File: config.mk
export PLATFORM = sky130hd
export DESIGN_NAME = ptcalc_seg_scheduler
export DESIGN_NICKNAME = d
export VERILOG_FILES = /design/src/rtl/ptcalc_sched_pkg.sv /design/src/rtl/ptcalc_result_fifo.sv /design/src/rtl/ptcalc_seg_scheduler.sv
export SDC_FILE = /design/constraint.sdc
export NUM_CORES = 1
export LEC_CHECK = 0
export ABC_AREA = 0
export CAP_MARGIN = 20
export CORE_AREA = 10 10 239 241
export DETAILED_ROUTE_END_ITERATION = 10
export DIE_AREA = 0 0 249 251
export GPL_ROUTABILITY_DRIVEN = 1
export GPL_TIMING_DRIVEN = 1
export PLACE_DENSITY = 0.72
export SYNTH_ARGS = -nofsm -noshare
export SYNTH_HDL_FRONTEND = slang
export SYNTH_SLANG_ARGS = --single-unit
export TNS_END_PERCENT = 5
File: constraint.sdc
create_clock -name ap_clk -period 14.6 [get_ports ap_clk]
set_input_delay 2.19 -clock ap_clk [delete_from_list [all_inputs] [get_ports ap_clk]]
set_output_delay 2.19 -clock ap_clk [all_outputs]
set_load 0.03 [all_outputs]
File: src/rtl/ptcalc_sched_pkg.sv
// Shared types and constants for the pT-calculator segment scheduler.
// Holds the scheduler FSM state type, default word widths and the
// drop-counter width, plus a saturating-increment helper.
package ptcalc_sched_pkg;

    localparam int PTCALC_PL_W  = 58;
    localparam int PTCALC_SEG_W = 64;
    localparam int PTCALC_OUT_W = 54;
    localparam int DROP_CNT_W   = 16;

    typedef enum logic [1:0] {
        IDLE    = 2'd0,
        COLLECT = 2'd1,
        LAUNCH  = 2'd2,
        WAIT    = 2'd3
    } sched_state_t;

    // Increment that sticks at all-ones instead of wrapping.
    function automatic logic [DROP_CNT_W-1:0] sat_inc(input logic [DROP_CNT_W-1:0] value);
        return (&value) ? value : value + DROP_CNT_W'(1);
    endfunction

endpackage

File: src/rtl/ptcalc_result_fifo.sv
// Synchronous result FIFO for the pT-calculator scheduler.
// Pointers wrap modulo DEPTH; the head word is registered so the
// consumer sees a flop output. Flags: full, empty, almost_full
// (count == DEPTH-1). A push into a full FIFO is only accepted when a
// pop happens in the same cycle.
module ptcalc_result_fifo #(
    parameter int WIDTH = 54,
    parameter int DEPTH = 4
) (
    input  logic             clk,
    input  logic             rst,
    input  logic             push,
    input  logic [WIDTH-1:0] push_data,
    input  logic             pop,
    output logic [WIDTH-1:0] head_data,
    output logic             full,
    output logic             empty,
    output logic             almost_full
);

    localparam int PTR_W = (DEPTH > 1) ? $clog2(DEPTH) : 1;
    localparam int CNT_W = $clog2(DEPTH + 1);

    logic [WIDTH-1:0] mem [DEPTH];
    logic [PTR_W-1:0] wr_ptr;
    logic [PTR_W-1:0] rd_ptr;
    logic [PTR_W-1:0] rd_ptr_next;
    logic [CNT_W-1:0] count;
    logic [CNT_W-1:0] count_next;
    logic [WIDTH-1:0] head_next;
    logic             push_en;
    logic             pop_en;

    function automatic logic [PTR_W-1:0] ptr_inc(input logic [PTR_W-1:0] ptr);
        return (ptr == PTR_W'(DEPTH - 1)) ? '0 : ptr + PTR_W'(1);
    endfunction

    assign empty       = (count == '0);
    assign full        = (count == CNT_W'(DEPTH));
    assign almost_full = (count == CNT_W'(DEPTH - 1));
    assign pop_en      = pop && !empty;
    assign push_en     = push && (!full || pop_en);

    // Next read pointer, occupancy and the word that will sit at the head.
    always_comb begin
        // NOTE: every variable gets a default first so no path can infer a latch.
        rd_ptr_next = pop_en ? ptr_inc(rd_ptr) : rd_ptr;
        count_next  = count + CNT_W'(push_en) - CNT_W'(pop_en);
        head_next   = head_data;
        if (push_en && (count == CNT_W'(pop_en))) begin
            // The FIFO is (or becomes) empty apart from the word being written.
            head_next = push_data;
        end else if (count_next != '0) begin
            head_next = mem[rd_ptr_next];
        end
    end

    // Pointer, count and registered head update.
    always_ff @(posedge clk or posedge rst) begin
        if (rst) begin
            wr_ptr    <= '0;
            rd_ptr    <= '0;
            count     <= '0;
            head_data <= '0;
        end else begin
            // NOTE: sequential state uses non-blocking assignments so all flops
            // see the pre-edge values of one another.
            if (push_en) begin
                wr_ptr <= ptr_inc(wr_ptr);
            end
            rd_ptr    <= rd_ptr_next;
            count     <= count_next;
            head_data <= head_next;
        end
    end

    // Storage array write.
    always_ff @(posedge clk) begin
        // NOTE: the storage array has no reset; count gates every read, so stale
        // contents are never observed and the array can map to plain RAM.
        if (push_en) begin
            mem[wr_ptr] <= push_data;
        end
    end

endmodule

File: src/rtl/ptcalc_seg_scheduler.sv
// Front-end scheduler for the HLS pT-calculator core.
// Captures a pipeline-slot word, collects one segment per station within
// a TIMEOUT window, launches the core via ap_start/ap_ready (missing
// stations zeroed) and queues results in a FIFO with valid/ready.
// Optional build macro PTCALC_SEGMASK_EN adds out_segmask, the
// collection mask stored alongside each queued result.
module ptcalc_seg_scheduler
    import ptcalc_sched_pkg::*;
#(
    parameter int N_STATIONS = 3,
    parameter int PL_W       = PTCALC_PL_W,
    parameter int SEG_W      = PTCALC_SEG_W,
    parameter int OUT_W      = PTCALC_OUT_W,
    parameter int TIMEOUT    = 16,
    parameter int FIFO_DEPTH = 4
) (
    input  logic                        ap_clk,
    input  logic                        ap_rst,
    input  logic                        is_C_side,
    input  logic                        pl_dv,
    input  logic [PL_W-1:0]             pl_data,
    input  logic [N_STATIONS-1:0]       seg_dv,
    input  logic [N_STATIONS*SEG_W-1:0] seg_data,
    output logic                        core_start,
    input  logic                        core_ready,
    output logic [PL_W-1:0]             core_pl,
    output logic [N_STATIONS*SEG_W-1:0] core_seg,
    output logic                        core_is_C_side,
    input  logic [OUT_W-1:0]            core_result,
    input  logic                        core_result_vld,
    output logic [OUT_W-1:0]            out_data,
    output logic                        out_dv,
    input  logic                        out_ready,
`ifdef PTCALC_SEGMASK_EN
    output logic [N_STATIONS-1:0]       out_segmask,
`endif
    output logic                        busy,
    output logic [DROP_CNT_W-1:0]       drop_cnt
);

    localparam int TIMER_W = $clog2(TIMEOUT + 1);
`ifdef PTCALC_SEGMASK_EN
    localparam int FIFO_W = OUT_W + N_STATIONS;
`else
    localparam int FIFO_W = OUT_W;
`endif

    sched_state_t state_q;
    sched_state_t state_d;

    logic [PL_W-1:0]             pl_q;
    logic                        is_c_q;
    logic [N_STATIONS*SEG_W-1:0] seg_q;
    logic [N_STATIONS-1:0]       mask_q;
    logic [N_STATIONS-1:0]       seg_take;
    logic [N_STATIONS-1:0]       mask_after;
    logic [TIMER_W-1:0]          timer_q;
    logic [DROP_CNT_W-1:0]       drop_q;
    logic                        capture;

    logic              fifo_push;
    logic              fifo_pop;
    logic [FIFO_W-1:0] fifo_push_data;
    logic [FIFO_W-1:0] fifo_head;
    logic              fifo_full;
    logic              fifo_empty;
    logic              fifo_almost_full;

    assign capture = (state_q == IDLE) && pl_dv;

    // Stations captured this cycle and the mask they produce.
    always_comb begin
        seg_take   = '0;
        mask_after = mask_q;
        case (state_q)
            IDLE: begin
                if (pl_dv) begin
                    seg_take   = seg_dv;
                    mask_after = seg_dv;
                end
            end
            COLLECT: begin
                // First arrival per station wins; duplicates are ignored.
                seg_take   = seg_dv & ~mask_q;
                mask_after = mask_q | seg_take;
            end
            default: ;
        endcase
    end

    // Next-state and core launch handshake.
    always_comb begin
        state_d    = state_q;
        core_start = 1'b0;
        case (state_q)
            IDLE: begin
                if (pl_dv) begin
                    state_d = COLLECT;
                end
            end
            COLLECT: begin
                if (&mask_after) begin
                    state_d = LAUNCH;
                end else if (timer_q == TIMER_W'(TIMEOUT - 1)) begin
                    // An empty slot is abandoned without launching the core.
                    state_d = (|mask_after) ? LAUNCH : IDLE;
                end
            end
            LAUNCH: begin
                // Only one slot is ever in flight, so a non-full FIFO
                // guarantees room for the result of this launch.
                if (!fifo_full) begin
                    core_start = 1'b1;
                    if (core_ready) begin
                        state_d = WAIT;
                    end
                end
            end
            WAIT: begin
                if (core_result_vld) begin
                    state_d = IDLE;
                end
            end
            default: state_d = IDLE;
        endcase
    end

    // FSM state register.
    always_ff @(posedge ap_clk or posedge ap_rst) begin
        if (ap_rst) begin
            state_q <= IDLE;
        end else begin
            state_q <= state_d;
        end
    end

    // Slot word, side flag, segments, mask and collection timer.
    always_ff @(posedge ap_clk or posedge ap_rst) begin
        if (ap_rst) begin
            pl_q    <= '0;
            is_c_q  <= 1'b0;
            seg_q   <= '0;
            mask_q  <= '0;
            timer_q <= '0;
        end else begin
            if (capture) begin
                pl_q   <= pl_data;
                is_c_q <= is_C_side;
            end
            if (capture || (state_q == COLLECT)) begin
                mask_q <= mask_after;
            end
            for (int i = 0; i < N_STATIONS; i++) begin
                if (seg_take[i]) begin
                    seg_q[i*SEG_W +: SEG_W] <= seg_data[i*SEG_W +: SEG_W];
                end else if (capture) begin
                    seg_q[i*SEG_W +: SEG_W] <= '0;
                end
            end
            timer_q <= (state_q == COLLECT) ? timer_q + TIMER_W'(1) : '0;
        end
    end

    // Saturating count of slot words offered while not idle.
    always_ff @(posedge ap_clk or posedge ap_rst) begin
        if (ap_rst) begin
            drop_q <= '0;
        end else if (pl_dv && (state_q != IDLE)) begin
            drop_q <= sat_inc(drop_q);
        end
    end

    assign core_pl        = pl_q;
    assign core_seg       = seg_q;
    assign core_is_C_side = is_c_q;
    assign busy           = (state_q != IDLE);
    assign drop_cnt       = drop_q;

    // Results are only accepted while waiting on a launched slot, so a
    // late result after reset or abort never reaches the FIFO.
    assign fifo_push = (state_q == WAIT) && core_result_vld;
    assign fifo_pop  = out_dv && out_ready;
    assign out_dv    = !fifo_empty;

`ifdef PTCALC_SEGMASK_EN
    assign fifo_push_data          = {mask_q, core_result};
    assign {out_segmask, out_data} = fifo_head;
`else
    assign fifo_push_data = core_result;
    assign out_data       = fifo_head;
`endif

    ptcalc_result_fifo #(
        .WIDTH (FIFO_W),
        .DEPTH (FIFO_DEPTH)
    ) u_result_fifo (
        .clk         (ap_clk),
        .rst         (ap_rst),
        .push        (fifo_push),
        .push_data   (fifo_push_data),
        .pop         (fifo_pop),
        .head_data   (fifo_head),
        .full        (fifo_full),
        .empty       (fifo_empty),
        .almost_full (fifo_almost_full)
    );

    // Launch gating must make an overflowing push impossible.
    a_no_overflow : assert property (@(posedge ap_clk) disable iff (ap_rst)
        fifo_push |-> (!fifo_full || fifo_pop));

    // The FIFO can only become full from the almost-full level.
    a_full_from_almost : assert property (@(posedge ap_clk) disable iff (ap_rst)
        $rose(fifo_full) |-> $past(fifo_almost_full));

endmodule

==> parameters.txt, run 1 <==
Parameter                              Value

Status
  Outcome    finished, final reports clean

Logic synthesis
  Post-synth EDFFs    about 220
  Register bit total from synthesis    554
  Share of the yosys chip area belonging to registers    0.679
  Number of standard cells after synthesis    approximately 1700
  Distinct cell type count of the synthesized netlist    43
  Async set-reset flop share out of synthesis    0.610
  Commonest register cell after synthesis    dfrtp_1
  Post-Syn Area    22000 µm²
  Yosys warning count    0
  Net count after synthesis    between 2000 and 2500
  Average instance area after synthesis    between 10 and 15 µm²

Floorplanning
  CORE AREA    ~52000 µm²
  Die width    approximately 250 µm
  Die Span Y    251 µm
  Site row count    84
  Die outline area    62500 µm²
  Initial cell density of the core    0.421
  Num ports    between 600 and 700

Critical path
  Crit Path Max Fanout    56
  Crit Path Category    in -> reg
  Critical Path Sink Type    flip-flop
  Arr. time, crit path    6.20 ns
  Type of element launching the critical path    input pin
  CP Data Required Time    around 15 ns

Clock network
  Latest clock arrival within the worst-skew pair    approximately 0.63 ns
  Cts repair resizes    0
  Sinks on the clock net    554
  Clock transition at the register clock pins on the worst setup and hold paths after CTS    approximately 0.060 ns
  Clk Tree Root Cell    clkbuf_16
  # hold bufs at CTS    0
  Buffer depth of the longest clock path    3
  Clock tree from TritonCTS    built
  Clock buffer count from CTS    59
  Number of levels in the clock H-tree    2
  Setup Buffers After CTS    0

STA
  Max Clock Skew    0.0137 ns
  Slew HR    0.292
  Count of pins over their slew limit    0
  Transition time of the tightest slew-check pin    1.06 ns
  Maximum clock rate    approximately 170 MHz
  Time the worst path needs with I/O delays and setup    5.75 ns
  TNS Setup    0 ns
  Unrepaired setup endpoints after global routing    no
  Final setup violation count    0
  Final period util    0.394
  Fin. Hold Viols    0

Detailed routing
  DRT antenna net count    0
  Routed length per instance    24.1 µm
  Starting DRT DRC Count    between 1000 and 1500
  Wirelength, routed    74.2 mm
  Via/cell ratio    just over 5
  Total via count after detailed routing    around 16000
  Number of DRC violations after detailed routing    0
  Detailed Routing Iterations Pass 1    5

Min path
  Hold/Removal Path Class    reg -> reg

Layout
  Flip-flop and latch area    about 15000 µm²
  Final-stage net count    ~2600
  Area used by multi-input combinational logic    around 6500 µm²
  Post-Route Utilization    0.593
  Fraction of final layout cells with drive strength greater than 1    0.0997
  Commonest cells after routing, fill and taps aside    clkdlybuf4s50_1 (635), nand2_1 (404), dfrtp_1 (338)
  Final-layout fill cell count    roughly 4200
  Non-Filler Instances    about 3000
  Commonest non-fill, non-tap cell in the layout    clkdlybuf4s50_1
  Area Growth Syn to Fin    40.7%

Global routing
  Global router's overall resource usage    0.228
  Wire length of the first global-routing pass    ~110 mm
  Antenna violations before repair    29
  Number of global-route vias before repair    16496
  Pin count of the biggest net entering global routing    153
  Grt ovf    0

Pwr
  Leakage    12.3 nW
  Sum of internal, switching and leakage power    7.42 mW
  Power density cells    between 200 and 250 nW/µm²
  Maximum resistive drop on vdd    ~0.15 mV

Place
  Number of placed instances with taps included    2944
  Detailed placer's ending HPWL    ~52 mm
  Weighted congestion reported at the end of routability-driven placement    about 0.87
  PortBufs    approximately 640

Job
  Number of maximum-capacitance constraint violations    0
-- area by class of cell --
| type | count | area share |
|---|---|---|
| clock buffer | 85 | 0.0541 |
| inverter | 14 | 0.00194 |
| multi-input combinational | 1036 | 0.210 |
| timing repair buffer | 656 | 0.213 |
| clock inverter | 22 | 0.00897 |
| sequential | 554 | 0.483 |
| antenna | 19 | 0.00154 |
| tap | 688 | 0.0278 |
-- critical path, stage by stage --
cell             delay [ns]
clkdlybuf4s50_1        0.53
or3b_2                 0.51
fa_1                   0.45
xnor3_1                0.25
or3_4                  0.57
nand2_1                0.19
nor2_4                 0.55
buf_4                  0.71
a221oi_1               0.21
-- flip-flops by register name (all words and copies together), names as in the netlist, 3 cells and up, named ones only --
| signal | cells |
|---|---|
| u_result_fifo.mem | 216 |
| mask_q | 3 |
| u_result_fifo.head_data | 54 |
| timer_q | 5 |
| drop_cnt | 16 |
| u_result_fifo.count | 3 |
| core_pl | 58 |
| core_seg | 192 |
-- worst paths after layout --
| path | startpoint | endpoint | slack [ns] | depth (start not counted) |
|---|---|---|---|---|
| min reg2reg | core_seg[50]$_DFFE_PP0P_ | core_seg[50]$_DFFE_PP0P_ | 0.48 | 2 |
| min | core_seg[50]$_DFFE_PP0P_ | core_seg[50]$_DFFE_PP0P_ | 0.48 | 2 |
| max in group asynchronous | ap_rst | core_pl[42]$_DFFE_PP0P_ | 10.87 | 3 |
| min in group asynchronous | ap_rst | core_seg[8]$_DFFE_PP0P_ | 2.13 | 2 |
| max reg2reg | flip-flop | u_result_fifo.head_data[51]$_DFFE_PP0P_ | 10.22 | 10 |
| max | out_ready | u_result_fifo.head_data[51]$_DFFE_PP0P_ | 8.85 | 9 |
-- synthesized netlist by cell type, drive strengths merged, types with 5 or more instances --
master	instances	area [µm²]
mux2i	110	1100
nor2	19	73.8
xor2	8	70.1
a221oi	54	786
clkbuf	73	274
nand2	405	1520
and2	6	37.5
or3	56	355
and4	5	43.8
o21ai	252	1260
mux2	60	676
edfxtp	216	6490
ha	9	113
nand2b	7	43.8
and3	5	31.3
xnor2	8	70.1
dfrtp	338	8460
inv	14	52.6
buf	41	303
-- layer usage --
metal | track usage | wire, µm
met2 | 0.398 | 38300
met5 | 0 | 33
met4 | 0.0847 | 2480
met3 | 0.0789 | 5860
met1 | 0.253 | 27500
-- cell families (layout without fill, tap and decap cells) --
logic type / Yosys count / after routing / share of synthesized area
adder cells (fa/ha/maj): 10 / 10 / 0.00603
flip-flops: 554 / 554 / 0.679
other: 0 / 19 / 0
AND/OR/NAND/NOR: 519 / 519 / 0.100
AO/OA/AOI/OAI: 320 / 320 / 0.0975
buffers and inverters: 128 / 777 / 0.0286
multiplexers: 170 / 170 / 0.0808
XOR/XNOR: 17 / 17 / 0.00739
-- per-stage QoR --
stage	hold slack (ns)	setup WS, ns	area (µm²)
2_1_floorplan	0.432	3.04	22000
3_3_place_gp	0.445	8.27	28900
3_5_place_dp	0.469	8.22	28900
6_report	0.476	8.85	31000
4_1_cts	0.482	8.90	30800
5_1_grt	0.499	8.66	31000
-- power by group --
group          leakage (nW)  switching, mW  total, mW  internal [mW]
combinational          5.18           2.13       3.54           1.41
clock                 0.955          0.626       1.50          0.870
sequential             6.18          0.286       2.38           2.10
(Power assumes the default switching activity.)
==> inputs of run 2 (changes only) <==
==> constraint.sdc (replaced) <==
create_clock -name ap_clk -period 5.39 [get_ports ap_clk]
set_input_delay 0.8085 -clock ap_clk [delete_from_list [all_inputs] [get_ports ap_clk]]
set_output_delay 0.8085 -clock ap_clk [all_outputs]
set_load 0.03 [all_outputs]
==> run 2 against run 1 <==
Compared with the run above:
- design area grew 0.19%
- via count grew 0.54%
- cell count grew 0.26%
- power grew to 2.7 times the previous value
- combinational power grew to 2.7 times the previous value
- clock skew grew 0.0084 ns
- clock power grew to 2.7 times the previous value
- hold slack is essentially flat
- critical path type unchanged
- largest cell class unchanged
- sequential cell count is the same
- wire length grew 1.5%
- sequential power grew to 2.7 times the previous value
- die area is the same
==> parameters.txt, run 2 (synthesis gave the netlist of run 1 again) <==
Parameter                              Value

Status
  Outcome    finished, final reports clean (unchanged)

Layout
  Commonest cells after routing, fill and taps aside    clkdlybuf4s50_1 (635), nand2_1 (404), dfrtp_1 (338) (unchanged)
  Area Growth Syn to Fin    41.0% (was 40.7%)
  Final-layout fill cell count    4177 (was 4173)
  Register name with the most flops    u_result_fifo.mem (unchanged)
  Non-Filler Instances    3082 (was 3074)
  Number of flip-flops under the largest register name    216 (unchanged)
  Fin area    31000 µm² (about the same)
  Final-stage net count    2653 (was 2645)
  Fraction of final layout cells with drive strength greater than 1    0.104 (was 0.0997)
  Commonest non-fill, non-tap cell in the layout    clkdlybuf4s50_1 (unchanged)

Place
  Placement-stage cell area    29000 µm² (was 28900 µm²)
  Detailed placer's ending HPWL    54.5 mm (was 52.3 mm)
  Pre-CTS setup slack    1.20 ns (was 8.22 ns)
  Number of placed instances with taps included    2955 (was 2944)
  PortBufs    637 (unchanged)
  Weighted congestion reported at the end of routability-driven placement    0.865 (was 0.867)

Floorplanning
  Num ports    638 (unchanged)
  CORE AREA    52200 µm² (unchanged)
  Die outline area    62500 µm² (unchanged)
  Die Span Y    251 µm (unchanged)
  Site row count    84 (unchanged)
  Die width    249 µm (unchanged)
  Initial cell density of the core    0.421 (unchanged)

Global routing
  Global router's overall resource usage    0.233 (was 0.228)
  Most crowded layer after global routing    met2 (unchanged)
  Met3 layer usage reported by global route    0.0934 (was 0.0789)
  Met1 routing resource usage after global routing    0.254 (was 0.253)
  Antenna violations before repair    23 (was 29)
  Number of global-route vias before repair    16508 (was 16496)
  Routing usage on met2    0.400 (was 0.398)
  Wire length of the first global-routing pass    111 mm (was 109 mm)
  Grt ovf    0 (unchanged)
  Pin count of the biggest net entering global routing    133 (was 153)

Detailed routing
  Routed length per instance    24.4 µm (was 24.1 µm)
  DRT antenna net count    0 (unchanged)
  Detailed Routing Iterations Pass 1    5 (unchanged)
  Via/cell ratio    5.17 (was 5.16)
  Wirelength, routed    75.3 mm (was 74.2 mm)
  Starting DRT DRC Count    1065 (was 1068)
  Total via count after detailed routing    15938 (was 15852)
  Number of DRC violations after detailed routing    0 (unchanged)

Critical path
  Slowest-stage cell, CP    or3_4 (was buf_4)
  Type of element launching the critical path    input pin (unchanged)
  Crit Path Category    in -> reg (unchanged)
  Critical Path Sink Type    flip-flop (unchanged)
  CP cell instances    clkdlybuf4s50_1 -> or3b_2 -> nand2_1 -> ha_1 -> fa_1 -> or3_4 -> and3_4 -> buf_4 -> a221oi_2 (was clkdlybuf4s50_1 -> or3b_2 -> fa_1 -> xnor3_1 -> or3_4 -> nand2_1 -> nor2_4 -> buf_4 -> a221oi_1)
  CP Data Required Time    5.92 ns (was 15.05 ns)
  Highest cell delay on the worst timing path    0.57 ns (was 0.71 ns)
  Crit Path Max Fanout    29 (was 56)
  Arr. time, crit path    4.08 ns (was 6.20 ns)

Clock network
  # hold bufs at CTS    0 (unchanged)
  Latest clock arrival within the worst-skew pair    0.62 ns (was 0.63 ns)
  Setup Buffers After CTS    0 (unchanged)
  Clock buffer count from CTS    59 (unchanged)
  Clock transition at the register clock pins on the worst setup and hold paths after CTS    0.06 ns (about the same)
  Cts repair resizes    0 (unchanged)
  Number of levels in the clock H-tree    2 (unchanged)
  Sinks on the clock net    554 (unchanged)
  Clk Tree Root Cell    clkbuf_16 (unchanged)
  Clock tree from TritonCTS    built (unchanged)
  Buffer depth of the longest clock path    3 (unchanged)

STA
  Fin. Hold Viols    0 (unchanged)
  Unrepaired setup endpoints after global routing    no (unchanged)
  WHS    0.476 ns (about the same)
  Final setup violation count    0 (unchanged)
  Time the worst path needs with I/O delays and setup    approximately 3.6 ns
  Transition time of the tightest slew-check pin    0.978 ns (was 1.06 ns)
  TNS Setup    0 ns (unchanged)
  Count of pins over their slew limit    0 (unchanged)
  Maximum clock rate    roughly 280 MHz
  Slew HR    0.348 (was 0.292)
  Max Clock Skew    0.0222 ns (was 0.0137 ns)
  Final WS setup    1.83 ns (was 8.85 ns)
  Final period util    0.660

Job
  Number of maximum-capacitance constraint violations    0 (unchanged)

Pwr
  Power density cells    651 nW/µm² (was 240 nW/µm²)
  Leakage    12.4 nW (was 12.3 nW)
  Maximum resistive drop on vdd    0.706 mV (was 0.149 mV)

Min path
  Hold/Removal Path Class    reg -> reg (unchanged)
-- run 2: cell types whose count changed in the layout (fill, tap and decap cells not counted), sizes merged --
| cell | delta |
|---|---|
| buf | +8 |
| bufinv | -1 |
| clkbuf | +2 |
| diode | -1 |
-- run 2: through the flow --
step | utilization | power, mW
6_report | 0.594 | 20.2
2_1_floorplan | - | 12.3
5_1_grt | 0.594 | 21.2
3_5_place_dp | 0.555 | 16.2
3_3_place_gp | 0.555 | 16.0
4_1_cts | 0.592 | 20.4
-- run 2: layout make-up --
type	count	area [µm²]	area share
sequential	554	14900	0.482
multi-input combinational	1036	6490	0.209
inverter	14	56.3	0.00182
antenna	18	45.0	0.00145
timing repair buffer	664	6650	0.214
tap	688	861	0.0278
clock buffer	87	1730	0.0558
clock inverter	21	234	0.00754
-- run 2: path summary, 6_finish.rpt --
kind / start / to / slack, ns / cells after the start
max: out_ready / u_result_fifo.head_data[26]$_DFFE_PP0P_ / 1.83 / 9
min: timer_q[0]$_DFF_PP0_ / timer_q[0]$_DFF_PP0_ / 0.48 / 1
max reg2reg: state_q[0]$_DFFE_PP0P_ / u_result_fifo.head_data[26]$_DFFE_PP0P_ / 1.86 / 8
min reg2reg: timer_q[0]$_DFF_PP0_ / timer_q[0]$_DFF_PP0_ / 0.48 / 1
max in group asynchronous: ap_rst / u_result_fifo.head_data[22]$_DFFE_PP0P_ / 3.49 / 3
min in group asynchronous: ap_rst / core_seg[36]$_DFFE_PP0P_ / 0.71 / 2
-- run 2: power by group --
part / switching [mW] / internal, mW
clock: 1.70 / 2.37
sequential: 0.776 / 5.68
combinational: 5.82 / 3.84
total: 8.30 / 11.9
-- run 2: worst max-delay path: cells and delay by family --
kind / cells / cell delay (ns)
AOI/OAI and AO/OA: 1 / 0.25
adders and majority gates: 2 / 0.62
buffers and inverters: 2 / 0.79
and+or+nand+nor: 4 / 1.57
-- run 2: metal layers --
| layer | wire length (µm) | up-vias |
|---|---|---|
| li1 | - | 7287 |
| met1 | 27600 | 7979 |
| met2 | 38400 | 529 |
| met3 | 6760 | 137 |
| met4 | 2510 | 6 |
| met5 | 41 | - |
==> inputs of run 3 (changes only) <==
--- a/config.mk
+++ b/config.mk
@@ -7,12 +7,12 @@
 export LEC_CHECK = 0
 export ABC_AREA = 0
 export CAP_MARGIN = 20
-export CORE_AREA = 10 10 239 241
+export CORE_MARGIN = 10
+export CORE_UTILIZATION = 43
 export DETAILED_ROUTE_END_ITERATION = 10
-export DIE_AREA = 0 0 249 251
 export GPL_ROUTABILITY_DRIVEN = 1
 export GPL_TIMING_DRIVEN = 1
-export PLACE_DENSITY = 0.72
+export PLACE_DENSITY = 0.76
 export SYNTH_ARGS = -nofsm -noshare
 export SYNTH_HDL_FRONTEND = slang
 export SYNTH_SLANG_ARGS = --single-unit
==> constraint.sdc (replaced) <==
create_clock -name ap_clk -period 3 [get_ports ap_clk]
set_input_delay 0.45 -clock ap_clk [delete_from_list [all_inputs] [get_ports ap_clk]]
set_output_delay 0.45 -clock ap_clk [all_outputs]
set_load 0.03 [all_outputs]
==> run 3 against run 2 <==
Compared with the run above:
- global-route usage up 0.93 points
- critical path depth rose by 2
- wire length up 0.70%
==> parameters.txt, run 3 (synthesis gave the netlist of run 1 again) <==
Parameter                              Value

Status
  Outcome    finished, final reports clean (unchanged)

Detailed routing
  Wirelength, routed    75.9 mm (was 75.3 mm)
  Number of DRC violations after detailed routing    0 (unchanged)
  Total via count after detailed routing    16265 (was 15938)
  Detailed Routing Iterations Pass 1    5 (unchanged)
  DRT antenna net count    0 (unchanged)
  Routed length per instance    24.3 µm (was 24.4 µm)
  Starting DRT DRC Count    1092 (was 1065)
  Via/cell ratio    5.22 (was 5.17)

STA
  Final setup violation count    0 (unchanged)
  WHS    0.177 ns (was 0.476 ns)
  Unrepaired setup endpoints after global routing    yes (was no)
  Maximum clock rate    337 MHz
  Time the worst path needs with I/O delays and setup    2.97 ns
  Max Clock Skew    0.0253 ns (was 0.0222 ns)
  TNS Setup    0 ns (unchanged)
  Slew HR    0.404 (was 0.348)
  Count of pins over their slew limit    0 (unchanged)
  Final period util    0.990
  Transition time of the tightest slew-check pin    0.894 ns (was 0.978 ns)
  Fin. Hold Viols    0 (unchanged)

Place
  Detailed placer's ending HPWL    55.6 mm (was 54.5 mm)
  Number of placed instances with taps included    2976 (was 2955)
  PortBufs    637 (unchanged)
  Weighted congestion reported at the end of routability-driven placement    0.912 (was 0.865)

Global routing
  Global router's overall resource usage    0.242 (was 0.233)
  Antenna violations before repair    29 (was 23)
  Wire length of the first global-routing pass    110 mm (was 111 mm)
  Number of global-route vias before repair    17035 (was 16508)
  Pin count of the biggest net entering global routing    123 (was 133)
  Grt ovf    0 (unchanged)

Pwr
  Sum of internal, switching and leakage power    37.4 mW (was 20.2 mW)
  Power density cells    1180 nW/µm² (was 651 nW/µm²)
  Leakage    12.7 nW (was 12.4 nW)
  Maximum resistive drop on vdd    0.965 mV (was 0.706 mV)

Clock network
  Sinks on the clock net    554 (unchanged)
  Buffer depth of the longest clock path    3 (unchanged)
  # hold bufs at CTS    0 (unchanged)
  Latest clock arrival within the worst-skew pair    0.62 ns (about the same)
  Number of levels in the clock H-tree    2 (unchanged)
  Clk Tree Root Cell    clkbuf_16 (unchanged)
  Clock transition at the register clock pins on the worst setup and hold paths after CTS    0.06 ns (about the same)
  Clock buffer count from CTS    59 (unchanged)
  Clock tree from TritonCTS    built (unchanged)

Layout
  Fraction of final layout cells with drive strength greater than 1    0.126 (was 0.104)
  Area Growth Syn to Fin    44.1% (was 41.0%)
  Non-Filler Instances    3118 (was 3082)
  Commonest non-fill, non-tap cell in the layout    clkdlybuf4s50_1 (unchanged)
  Register name with the most flops    u_result_fifo.mem (unchanged)
  Post-Route Utilization    0.629 (was 0.594)
  Final-stage net count    2703 (was 2653)
  Number of flip-flops under the largest register name    216 (unchanged)
  Commonest cells after routing, fill and taps aside    clkdlybuf4s50_1 (635), nand2_1 (403), dfrtp_1 (338) (was clkdlybuf4s50_1 (635), nand2_1 (404), dfrtp_1 (338))

Critical path
  Most frequent cell on the critical path    buf_12
  Crit Path Category    reg -> reg (was in -> reg)
  Arr. time, crit path    3.49 ns (was 4.08 ns)
  Slowest-stage cell, CP    or3_4 (unchanged)
  Critical Path Sink Type    flip-flop (unchanged)
  CP cell instances    nor2_1 -> nand2_1 -> o21a_1 -> ha_2 -> fa_2 -> xnor3_2 -> or3_4 -> and3_4 -> buf_12 -> buf_12 -> a221oi_2 (was clkdlybuf4s50_1 -> or3b_2 -> nand2_1 -> ha_1 -> fa_1 -> or3_4 -> and3_4 -> buf_4 -> a221oi_2)
  CP Data Required Time    3.52 ns (was 5.92 ns)
  Highest cell delay on the worst timing path    0.50 ns (was 0.57 ns)
  Crit Path Max Fanout    8 (was 29)
  Type of element launching the critical path    flip-flop (was input pin)

Floorplanning
  Die outline area    60600 µm² (was 62500 µm²)
  Die width    246 µm (was 249 µm)
  Site row count    82 (was 84)
  Die Span Y    246 µm (was 251 µm)
  Num ports    638 (unchanged)
  Initial cell density of the core    0.437 (was 0.421)
  CORE AREA    50400 µm² (was 52200 µm²)

Min path
  Hold/Removal Path Class    in -> reg (was reg -> reg)

Job
  Number of maximum-capacitance constraint violations    0 (unchanged)
==> run 3: path summary, 6_finish.rpt <==
path                                                   from                                       to  slack [ns]  depth (start not counted)
min                                               seg_dv[1]                core_seg[113]$_DFFE_PP0P_        0.18                          3
min in group asynchronous                            ap_rst                 core_seg[96]$_DFFE_PP0P_        0.26                          2
max in group asynchronous                            ap_rst                 core_seg[10]$_DFFE_PP0P_        1.81                          4
max                        u_result_fifo.count[0]$_DFF_PP0_  u_result_fifo.head_data[19]$_DFFE_PP0P_        0.03                         11
max reg2reg                u_result_fifo.count[0]$_DFF_PP0_  u_result_fifo.head_data[19]$_DFFE_PP0P_        0.03                         11
min reg2reg                        core_seg[17]$_DFFE_PP0P_                 core_seg[17]$_DFFE_PP0P_        0.48                          2
==> run 3: where the power goes <==
group / internal, mW / leakage [nW] / switching (mW) / total [mW]
logic: 8.02 / 5.59 / 10.8 / 18.8
clock network: 4.02 / 0.912 / 2.98 / 7.00
registers: 10.2 / 6.18 / 1.37 / 11.6
total: 22.2 / 12.7 / 15.2 / 37.4
==> run 3: timing repair <==
item	in CTS	in global routing
endpoints found under the setup margin	54	54
pin swaps	2	29
buffers inserted	9	3
cloned	2	0
resized for setup	5	36
==> run 3: stage by stage <==
stage | worst slack [ns] | cell area, µm²
3_5_place_dp | -0.527 | 29500
5_1_grt | -0.0374 | 31700
2_1_floorplan | -1.97 | 22000
3_3_place_gp | -0.425 | 29500
6_report | 0.0296 | 31700
4_1_cts | 0.00418 | 31500
==> run 3: critical path: cells and delay by family (launching register included) <==
family                   cells  cell delay, ns
AND/OR/NAND/NOR              4            0.95
adder cells (fa/ha/maj)      2            0.55
AO/OA/AOI/OAI                2            0.42
flip-flops                   1            0.40
buffers and inverters        2            0.29
XOR/XNOR                     1            0.24
==> run 3: layer usage <==
| layer | part of all wire | track usage | vias to the layer above |
|---|---|---|---|
| li1 | - | - | 7398 |
| met3 | 0.080 | 0.0804 | 118 |
| met4 | 0.030 | 0.0904 | 2 |
| met2 | 0.53 | 0.427 | 562 |
| met1 | 0.36 | 0.267 | 8185 |
| met5 | 0.00016 | 0 | - |
==> run 3: area by class of cell <==
| class | count | area, µm² |
|---|---|---|
| sequential | 554 | 14900 |
| tap | 672 | 841 |
| clock buffer | 88 | 1680 |
| inverter | 14 | 56.3 |
| fill | 3824 | 18700 |
| clock inverter | 20 | 188 |
| multi-input combinational | 1037 | 6630 |
| antenna | 20 | 50.0 |
| timing repair buffer | 713 | 7320 |
